**src/rtl/rgb_fade_ctrl.sv**
```systemverilog
`timescale 1ns/1ps
// -----------------------------------------------------------------------------
// rgb_fade_ctrl
//
// Sequences the three PWM inputs (RGB0PWM/RGB1PWM/RGB2PWM) and RGBLEDEN of the
// iCE40 SB_RGBA_DRV hard LED driver. Each colour holds a duty value. A
// free-running counter turns that duty into glitch-free PWM. Fade commands
// arrive over a valid/ready handshake, and each colour then ramps linearly
// toward its target at a programmable rate.
//
// Ports
//   clk        system clock (SB_HFOSC output)
//   rst_n      asynchronous active-low reset
//   led_en_in  LED enable request; registered onto led_en
//   cmd_valid  fade command valid; hold it until cmd_ready is seen high
//   cmd_ready  controller is idle and accepts a command this cycle
//   cmd_r/g/b  target duties for the fade
//   cmd_div    clocks per fade step minus one
//   abort      stop the fade in progress; duties freeze where they are
//   pwm_r/g/b  registered PWM outputs to the driver
//   led_en     registered enable output to RGBLEDEN
//   busy       fade in progress
//   done       single-cycle pulse when a fade reaches all of its targets
// -----------------------------------------------------------------------------
module rgb_fade_ctrl #(
  parameter int PWM_BITS = 8,
  parameter int DIV_BITS = 16
) (
  input  logic                clk,
  input  logic                rst_n,
  input  logic                led_en_in,
  input  logic                cmd_valid,
  output logic                cmd_ready,
  input  logic [PWM_BITS-1:0] cmd_r,
  input  logic [PWM_BITS-1:0] cmd_g,
  input  logic [PWM_BITS-1:0] cmd_b,
  input  logic [DIV_BITS-1:0] cmd_div,
  input  logic                abort,
  output logic                pwm_r,
  output logic                pwm_g,
  output logic                pwm_b,
  output logic                led_en,
  output logic                busy,
  output logic                done
);

  localparam int                NCH     = 3;
  localparam logic [PWM_BITS-1:0] CNT_MAX = '1;

  typedef enum logic {
    IDLE = 1'b0,
    FADE = 1'b1
  } state_t;

  state_t state_reg, state_next;

  logic [PWM_BITS-1:0] pwm_cnt_reg;
  logic [DIV_BITS-1:0] div_reg;
  logic [DIV_BITS-1:0] presc_reg;
  logic                led_en_reg;

  // Per-channel storage. Index 0 = red, 1 = green, 2 = blue.
  logic [PWM_BITS-1:0] cmd_duty     [NCH];
  logic [PWM_BITS-1:0] tgt_reg      [NCH];
  logic [PWM_BITS-1:0] duty_reg     [NCH];
  logic [PWM_BITS-1:0] duty_act_reg [NCH];
  logic [NCH-1:0]      pwm_reg;
  logic [NCH-1:0]      at_tgt;

  logic accept;      // command handshake completes this cycle
  logic tick;        // prescaler wraps this cycle while fading
  logic step;        // duties move one LSB this cycle
  logic all_at_tgt;
  logic period_end;  // last clock of the PWM period

  assign cmd_duty[0] = cmd_r;
  assign cmd_duty[1] = cmd_g;
  assign cmd_duty[2] = cmd_b;

  assign period_end = (pwm_cnt_reg == CNT_MAX);
  assign all_at_tgt = &at_tgt;

  // An aborted cycle must not step, so the duties freeze at the values that
  // were visible when abort was raised.
  assign step = tick && !abort;

  // ---------------------------------------------------------------------------
  // State register
  // ---------------------------------------------------------------------------
  always_ff @(posedge clk or negedge rst_n) begin
    if (!rst_n) begin
      state_reg <= IDLE;
    end else begin
      state_reg <= state_next;
    end
  end

  // ---------------------------------------------------------------------------
  // Next-state logic and handshake/status outputs
  // ---------------------------------------------------------------------------
  always_comb begin
    state_next = state_reg;
    cmd_ready  = 1'b0;
    accept     = 1'b0;
    busy       = 1'b0;
    done       = 1'b0;
    tick       = 1'b0;
    case (state_reg)
      IDLE: begin
        // ready stays low while reset is asserted, even though the state
        // register already reads IDLE.
        cmd_ready = rst_n;
        accept    = cmd_valid && rst_n;
        if (accept) begin
          state_next = FADE;
        end
      end
      FADE: begin
        busy = 1'b1;
        tick = (presc_reg == div_reg);
        // Abort wins over completion, so no done pulse is produced when both
        // happen in the same cycle.
        if (abort) begin
          state_next = IDLE;
        end else if (all_at_tgt) begin
          done       = 1'b1;
          state_next = IDLE;
        end
      end
      default: begin
        state_next = IDLE;
      end
    endcase
  end

  // ---------------------------------------------------------------------------
  // PWM period counter, fade-rate prescaler, and LED enable
  // ---------------------------------------------------------------------------
  always_ff @(posedge clk or negedge rst_n) begin
    if (!rst_n) begin
      pwm_cnt_reg <= '0;
      div_reg     <= '0;
      presc_reg   <= '0;
      led_en_reg  <= 1'b0;
    end else begin
      pwm_cnt_reg <= pwm_cnt_reg + 1'b1;
      led_en_reg  <= led_en_in;
      if (accept) begin
        div_reg   <= cmd_div;
        presc_reg <= '0;
      end else if (state_reg == FADE) begin
        if (tick) begin
          presc_reg <= '0;
        end else begin
          presc_reg <= presc_reg + 1'b1;
        end
      end
    end
  end

  // ---------------------------------------------------------------------------
  // Per-channel target, ramp, shadow duty, and PWM compare
  // ---------------------------------------------------------------------------
  for (genvar gi = 0; gi < NCH; gi++) begin : g_ch
    always_ff @(posedge clk or negedge rst_n) begin
      if (!rst_n) begin
        tgt_reg[gi]      <= '0;
        duty_reg[gi]     <= '0;
        duty_act_reg[gi] <= '0;
        pwm_reg[gi]      <= 1'b0;
      end else begin
        if (accept) begin
          tgt_reg[gi] <= cmd_duty[gi];
        end
        // The comparisons guard the +/-1, so the duty can neither overshoot
        // its target nor wrap.
        if (step) begin
          if (duty_reg[gi] < tgt_reg[gi]) begin
            duty_reg[gi] <= duty_reg[gi] + 1'b1;
          end else if (duty_reg[gi] > tgt_reg[gi]) begin
            duty_reg[gi] <= duty_reg[gi] - 1'b1;
          end
        end
        // The comparator only sees a new duty at the period boundary. This
        // rules out truncated or doubled pulses mid-period.
        if (period_end) begin
          duty_act_reg[gi] <= duty_reg[gi];
        end
        pwm_reg[gi] <= (duty_act_reg[gi] > pwm_cnt_reg);
      end
    end

    assign at_tgt[gi] = (duty_reg[gi] == tgt_reg[gi]);
  end

  assign pwm_r  = pwm_reg[0];
  assign pwm_g  = pwm_reg[1];
  assign pwm_b  = pwm_reg[2];
  assign led_en = led_en_reg;

endmodule

```
**config.mk**
```make
export PLATFORM = sky130hd
export DESIGN_NAME = rgb_fade_ctrl
export DESIGN_NICKNAME = d
export VERILOG_FILES = /design/src/rtl/rgb_fade_ctrl.sv
export SDC_FILE = /design/constraint.sdc
export NUM_CORES = 1
export LEC_CHECK = 0
export ABC_AREA = 1
export BUFFER_PORTS_ARGS = -buffer_cell sky130_fd_sc_hd__buf_2
export CORE_ASPECT_RATIO = 1.4
export CORE_UTILIZATION = 55
export CTS_CLUSTER_DIAMETER = 200
export DETAILED_ROUTE_END_ITERATION = 6
export GPL_ROUTABILITY_DRIVEN = 0
export PLACE_DENSITY = 0.77
export SLEW_MARGIN = 25
export SYNTH_ARGS = -nofsm -noshare
export SYNTH_HDL_FRONTEND = slang
export SYNTH_SLANG_ARGS = --single-unit
```
**constraint.sdc**
```tcl
create_clock -name clk -period 2.6 [get_ports clk]
set_clock_uncertainty 0.2 [all_clocks]
set_input_delay 0 -clock clk [delete_from_list [all_inputs] [get_ports clk]]
set_output_delay 0 -clock clk [all_outputs]
set_load 0.02 [all_outputs]
```
==> results_dict.tcl, run 1 <==
set metrics [dict create \
    cts_root_buffer "clkbuf_16" \
    synth_largest_area_cell "dfrtp_1" \
    rows 48 \
    cellLeakagePower_uw 0.00501 \
    start_kind "flop" \
    synth_cells 880 \
    yosysTopAreaCellShare_pct 41.4 \
    path_class "reg2reg" \
    synth_common_cells "nand2_1, dfrtp_1, inv_1, nor2_1, a21oi_1" \
    hp-class "in2async" \
    wl_mm 19.0 \
    drc 4 \
    synthDistinctLibCells 31 \
    crit_path_end_kind "flop" \
    first_global_vias 6400 \
    io_buffer_count 51 \
    vdd_drop_max_mv 0.386 \
    rsz0062_at_grt "yes" \
    crit_start "duty_reg[1]" \
    postRouteAntennaNets 0 \
    dp.cells 1111 \
    numCtsBuffers 17 \
    grt_max_degree 119 \
    yosysMostFrequentCell "nand2_1" \
    diodes 0 \
    crit_path_max_fanout 7 \
    async_flop_share_pct 100 \
    drtIter0Drc 358 \
    seq_area_frac_synth_pct 41.4 \
    cts_buffer_depth 2 \
    drive_gt1_share_pct 23.0 \
    ys.flop_type "dfrtp_1" \
    ys_warn_count 0 \
    die_w_um 97.9 \
    finalPower_uw 5110 \
    drv_cap 0 \
    finalCoreUtilization_pct 75.4 \
    h-tree-depth 4 \
    fin_ws_ns -0.0573 \
    setup_violations 1 \
    finalCriticalPeriod_ns 2.66 \
    synthesis.area_sq_mm 0.00708 \
    dr.pass1.iters 7 \
    clock.fmax_ghz 0.376 \
    cp.arrival_ns 2.77 \
    path_clk_slew_ns 0.06 \
    syn_avg_cell_area_sq_um 8.04 \
    synth-seq-cells 117 \
    r2r-start "duty_reg[1]" \
    synth.area.top_cells "dfrtp_1, nand2_1, ha_1" \
    required_ns 2.71 \
    core_area_sq_mm 0.0124 \
    grt_pass1_wl_mm 29.3 \
    antenna_found_initial 0 \
    hold_viol_final 0 \
    stdcell_area_sq_mm 0.00937 \
    relSlewSlack_pct 57.8 \
    layoutNonFillerInstCount 1199 \
    p_per_area_mw_per_mm2 546 \
    fillers 796 \
    worstMarginPinSlew_ns 0.633 \
    nNetsFinal 1152 \
    holdWs_ns 0.0189 \
    synth_fp_nets 996 \
    finalMaxSlewViolations 0 \
    start_util_pct 56.9 \
    fin_crit_sh_pct 102 \
    routed_via_density 5.52 \
    cts_sinks 117 \
    place_area_sq_mm 0.00780 \
    die_h_um 136 \
    status "finished with violations" \
    dp_hpwl_mm 11.7 \
    overflow 0 \
    tritoncts "done" \
    die_area_sq_mm 0.0133 \
    io_pins 52 \
    violations "DRC, setup timing" \
    areaGrowthSynthToFinish_pct 32.4 \
    synth_edf_count 0 \
    routedWlPerCell_um 15.9 \
    num_vias 6619 \
    grt_use_total_pct 28.0 \
    clk_latency_ns 0.43 \
]
==> timing repair <==
action                     CTS  global route
hold buffers                44             0
setup buffers                0            12
hold endpoints to repair   179             0
gates resized for setup      9            72
setup endpoints to repair    7            13
pin swaps                    1            25
==> placed cells by master, fill, tap and decap left out, types with 3 or more instances in the layout <==
master         synthesis  final
nand2_1              254    241
dfrtp_1              117    117
inv_1                110    101
nor2_1                72     68
a21oi_1               71     60
buf_4                  2     55
buf_2                  3     50
ha_1                  68     45
dlygate4sd3_1          0     44
nand3_1               33     31
nand4_1               31     31
xor2_1                22     22
ha_4                   0     22
o21ai_0               23     21
mux2_2                21     21
clkbuf_16              0     17
inv_2                  4     13
nand2_2                1     11
nor3_1                12     11
a21oi_2                0     10
nor2_2                 2      5
clkbuf_8               0      5
clkinv_2               0      4
xnor2_1                3      3
or2_2                  3      3
a211oi_1               3      3
fa_2                   0      3
==> layer usage <==
layer	global-route usage (%)	routed length (um)
met5	0	0
met4	16.1	876
met3	4.58	734
met2	51.6	10200
met1	30.2	7180
==> worst paths after layout <==
path	to	depth (start not counted)	slack, ns
worst max-delay path	duty_reg[7]	16	-0.06
worst min-delay path	presc_reg[10]	3	0.02
worst max register to register	duty_reg[7]	16	-0.06
worst min register to register	duty_act_reg[8]	2	0.29
max in group asynchronous	pwm_g	3	1.69
min in group clk	led_en	2	0.03
==> critical path, stage by stage, from the launching register on <==
cell and delay, ns:
dfrtp_1 0.40, ha_1 0.33, nand2_1 0.07, nand2_1 0.05
nand2_1 0.05, nand2_1 0.06, nand2_2 0.09, nand2_4 0.08
buf_8 0.16, ha_4 0.31, nand2_1 0.11, nor3_2 0.21
nor2_1 0.09, nand3_1 0.10, nand2_1 0.07, nand2_1 0.09
nand2_1 0.07
==> metrics by stage <==
step | TNS (ns) | setup WS (ns)
final | -0.0573 | -0.0573
after CTS | -0.00294 | -0.00294
after detailed placement | -0.125 | -0.0468
after floorplan | 0 | 0.0308
after global routing | -0.558 | -0.152
after global placement | 0 | 0.0159
==> area by class of cell <==
class	instances	area (sq um)	area share, %
clock buffer	24	502	5.35
clock inverter	8	96.3	1.03
inverter	114	428	4.57
multi-input combinational	633	4070	43.4
sequential	117	2930	31.2
tap	150	188	2.00
timing repair buffer	153	1160	12.4
==> report_power, final <==
part | total, uW | leakage [uW] | internal, uW | switching (uW)
Clock | 2380 | 0.000296 | 1530 | 852
Combinational | 670 | 0.00322 | 280 | 390
Sequential | 2060 | 0.00149 | 1960 | 95.8
Total | 5110 | 0.00501 | 3780 | 1340
==> kinds of logic after synthesis <==
logic type | share of synthesized area, %
compound gates | 7.58
flops | 41.4
buf+inv | 7.16
xor+xnor | 3.09
fa+ha+maj | 12.9
mux | 3.34
simple gates | 24.6
Note: power is estimated with default switching activity, not from simulation.
==> run 2, diff against run 1 <==
--- a/config.mk
+++ b/config.mk
@@ -9,6 +9,7 @@
 export BUFFER_PORTS_ARGS = -buffer_cell sky130_fd_sc_hd__buf_2
 export CORE_ASPECT_RATIO = 1.4
 export CORE_UTILIZATION = 55
+export CTS_BUF_LIST = sky130_fd_sc_hd__clkbuf_8 sky130_fd_sc_hd__clkbuf_16
 export CTS_CLUSTER_DIAMETER = 200
 export DETAILED_ROUTE_END_ITERATION = 6
 export GPL_ROUTABILITY_DRIVEN = 0
==> run 2 against run 1 <==
Net effect:
- the flow still finishes with violations (DRC, setup timing)
- global-route usage did not move
- worst hold slack got worse by 0.0049 ns
- largest power group unchanged
- sequential power hardly changed
- fmax about the same
==> results_dict.tcl, run 2 (synthesis gave the netlist of run 1 again) <==
set metrics [dict create \
    status "finished with violations" \
    violations "DRC, setup timing" \
    die_w_um 97.9 \
    cts_sinks 117 \
    overflow 0 \
    required_ns 2.71 \
    dr.pass1.iters 7 \
    rows 48 \
    clk_latency_ns 0.42 \
    routed_via_density 5.53 \
    drc 4 \
    fin_ws_ns -0.0580 \
    crit_family "simple AND/OR/NAND/NOR gates" \
    nNetsFinal 1152 \
    multi_input_area_sq_mm 0.00407 \
    path_clk_slew_ns 0.06 \
    dp_hpwl_mm 11.7 \
    grt_use_total_pct 28.0 \
    finalCriticalPeriod_ns 2.66 \
    drive_gt1_share_pct 23.0 \
    postRouteAntennaNets 0 \
    setup_violations 1 \
    routedWlPerCell_um 15.9 \
    cp_num_buf_inv 1 \
    core_area_sq_mm 0.0124 \
    drtIter0Drc 392 \
    layoutNonFillerInstCount 1199 \
    tritoncts "done" \
    die_h_um 136 \
    worstMarginPinSlew_ns 0.650 \
    crit_chain "ha_1, nand2_1, nand2_1, nand2_1, nand2_1, nand2_2, nand2_4, buf_8, ha_4, nand2_1, nor3_2, nor2_1, nand3_1, nand2_1, nand2_1, nand2_1" \
    cellLeakagePower_uw 0.00502 \
    finalMaxSlewViolations 0 \
    die_area_sq_mm 0.0133 \
    areaGrowthSynthToFinish_pct 32.4 \
    numCtsBuffers 17 \
    io_pins 52 \
    ff2ff_setup_slack_ns -0.06 \
    dp.cells 1111 \
    diodes 0 \
    first_global_vias 6400 \
    ff2ff_path_depth 16 \
    final_cell_mix "nand2_1, dfrtp_1, inv_1, nor2_1, a21oi_1" \
    fin_crit_sh_pct 102 \
    h-tree-depth 4 \
    drv_cap 0 \
    stdcell_area_sq_mm 0.00937 \
    grt_pass1_wl_mm 29.3 \
    seq_area_sq_mm 0.00293 \
    hold_viol_final 0 \
    start_util_pct 56.9 \
    relSlewSlack_pct 56.7 \
    num_vias 6631 \
    cp.arrival_ns 2.77 \
    finalCoreUtilization_pct 75.4 \
    slowest_delay_ns 0.40 \
    hp-class "in2async" \
    path_class "reg2reg" \
    start_kind "flop" \
    crit_path_max_fanout 7 \
    reg2reg_to "duty_reg[7]" \
    io_buffer_count 51 \
    crit_path_end_kind "flop" \
    r2r-start "duty_reg[1]" \
    vdd_drop_max_mv 0.386 \
    cts_root_buffer "clkbuf_16" \
    layout_commonest_cell "nand2_1" \
    slowest_stage "dfrtp_1" \
    antenna_found_initial 0 \
    cts_buffer_depth 2 \
    fillers 796 \
    grt_max_degree 119 \
    wl_mm 19.1 \
    p_per_area_mw_per_mm2 545 \
    place_area_sq_mm 0.00780 \
    clock.fmax_ghz 0.376 \
    rsz0062_at_grt "yes" \
    timing.critical_path.mode_cell "nand2_1" \
]
## run 2: cell count changes in the layout (fill, tap and decap cells not counted)
cell	before	now
clkbuf_1	2	0
inv_1	101	103
## run 2: how the worst max path moves through the flow
stage,start,to,slack (ns),cells past startpoint
floorplan,duty_reg[1],duty_reg[7],0.03,17
global placement,duty_reg[7],duty_reg[7],0.02,15
detailed placement,duty_reg[21],duty_reg[23],-0.05,16
CTS,duty_reg[7],duty_reg[7],-0.003,15
global route,duty_reg[1],duty_reg[7],-0.15,16
finish,duty_reg[1],duty_reg[7],-0.06,16
## run 2: area by class of cell
cell class / count / share of cell area, %
clock buffers: 22 / 5.27
clock inverters: 10 / 1.11
inverters: 114 / 4.57
multi-input cells: 633 / 43.4
flip-flops and latches: 117 / 31.2
well taps: 150 / 2.00
repair buffers: 153 / 12.4
## run 2: metal layers
metal / up-vias / share of wire [%] / GRT usage [%]
met3: 68 / 3.5 / 4.58
met1: 3189 / 38 / 30.2
met4: 0 / 4.2 / 16.1
met2: 192 / 54 / 51.6
met5: - / 0 / 0
li1: 3182 / - / -
## run 2: through the flow
step	hold WS (ns)	setup WS (ns)	power (uW)	setup TNS [ns]
after global placement	-0.0919	0.0159	2610	0
final	0.0140	-0.0580	5100	-0.0580
after CTS	0.0130	-0.00294	5040	-0.00294
after detailed placement	-0.0903	-0.0468	2640	-0.125
after global routing	0.0461	-0.152	5300	-0.558
after floorplan	-0.496	0.0308	2440	0
## run 2: worst min-delay path, stage by stage
cell	delay, ns
dlygate4sd3_1	0.53
buf_4	0.14
buf_12	0.45
## run 2: power by group
group	switching, uW	internal (uW)
sequential	96.8	1960
combinational	390	280
clock	848	1520
## run 2: repair_timing
action                                  in CTS  in global routing
setup buffers                                0                 12
hold endpoints to repair                   179                  0
hold buffers                                44                  0
endpoints found under the setup margin       7                 13
gates resized for setup                      9                 72
pin swaps                                    1                 25
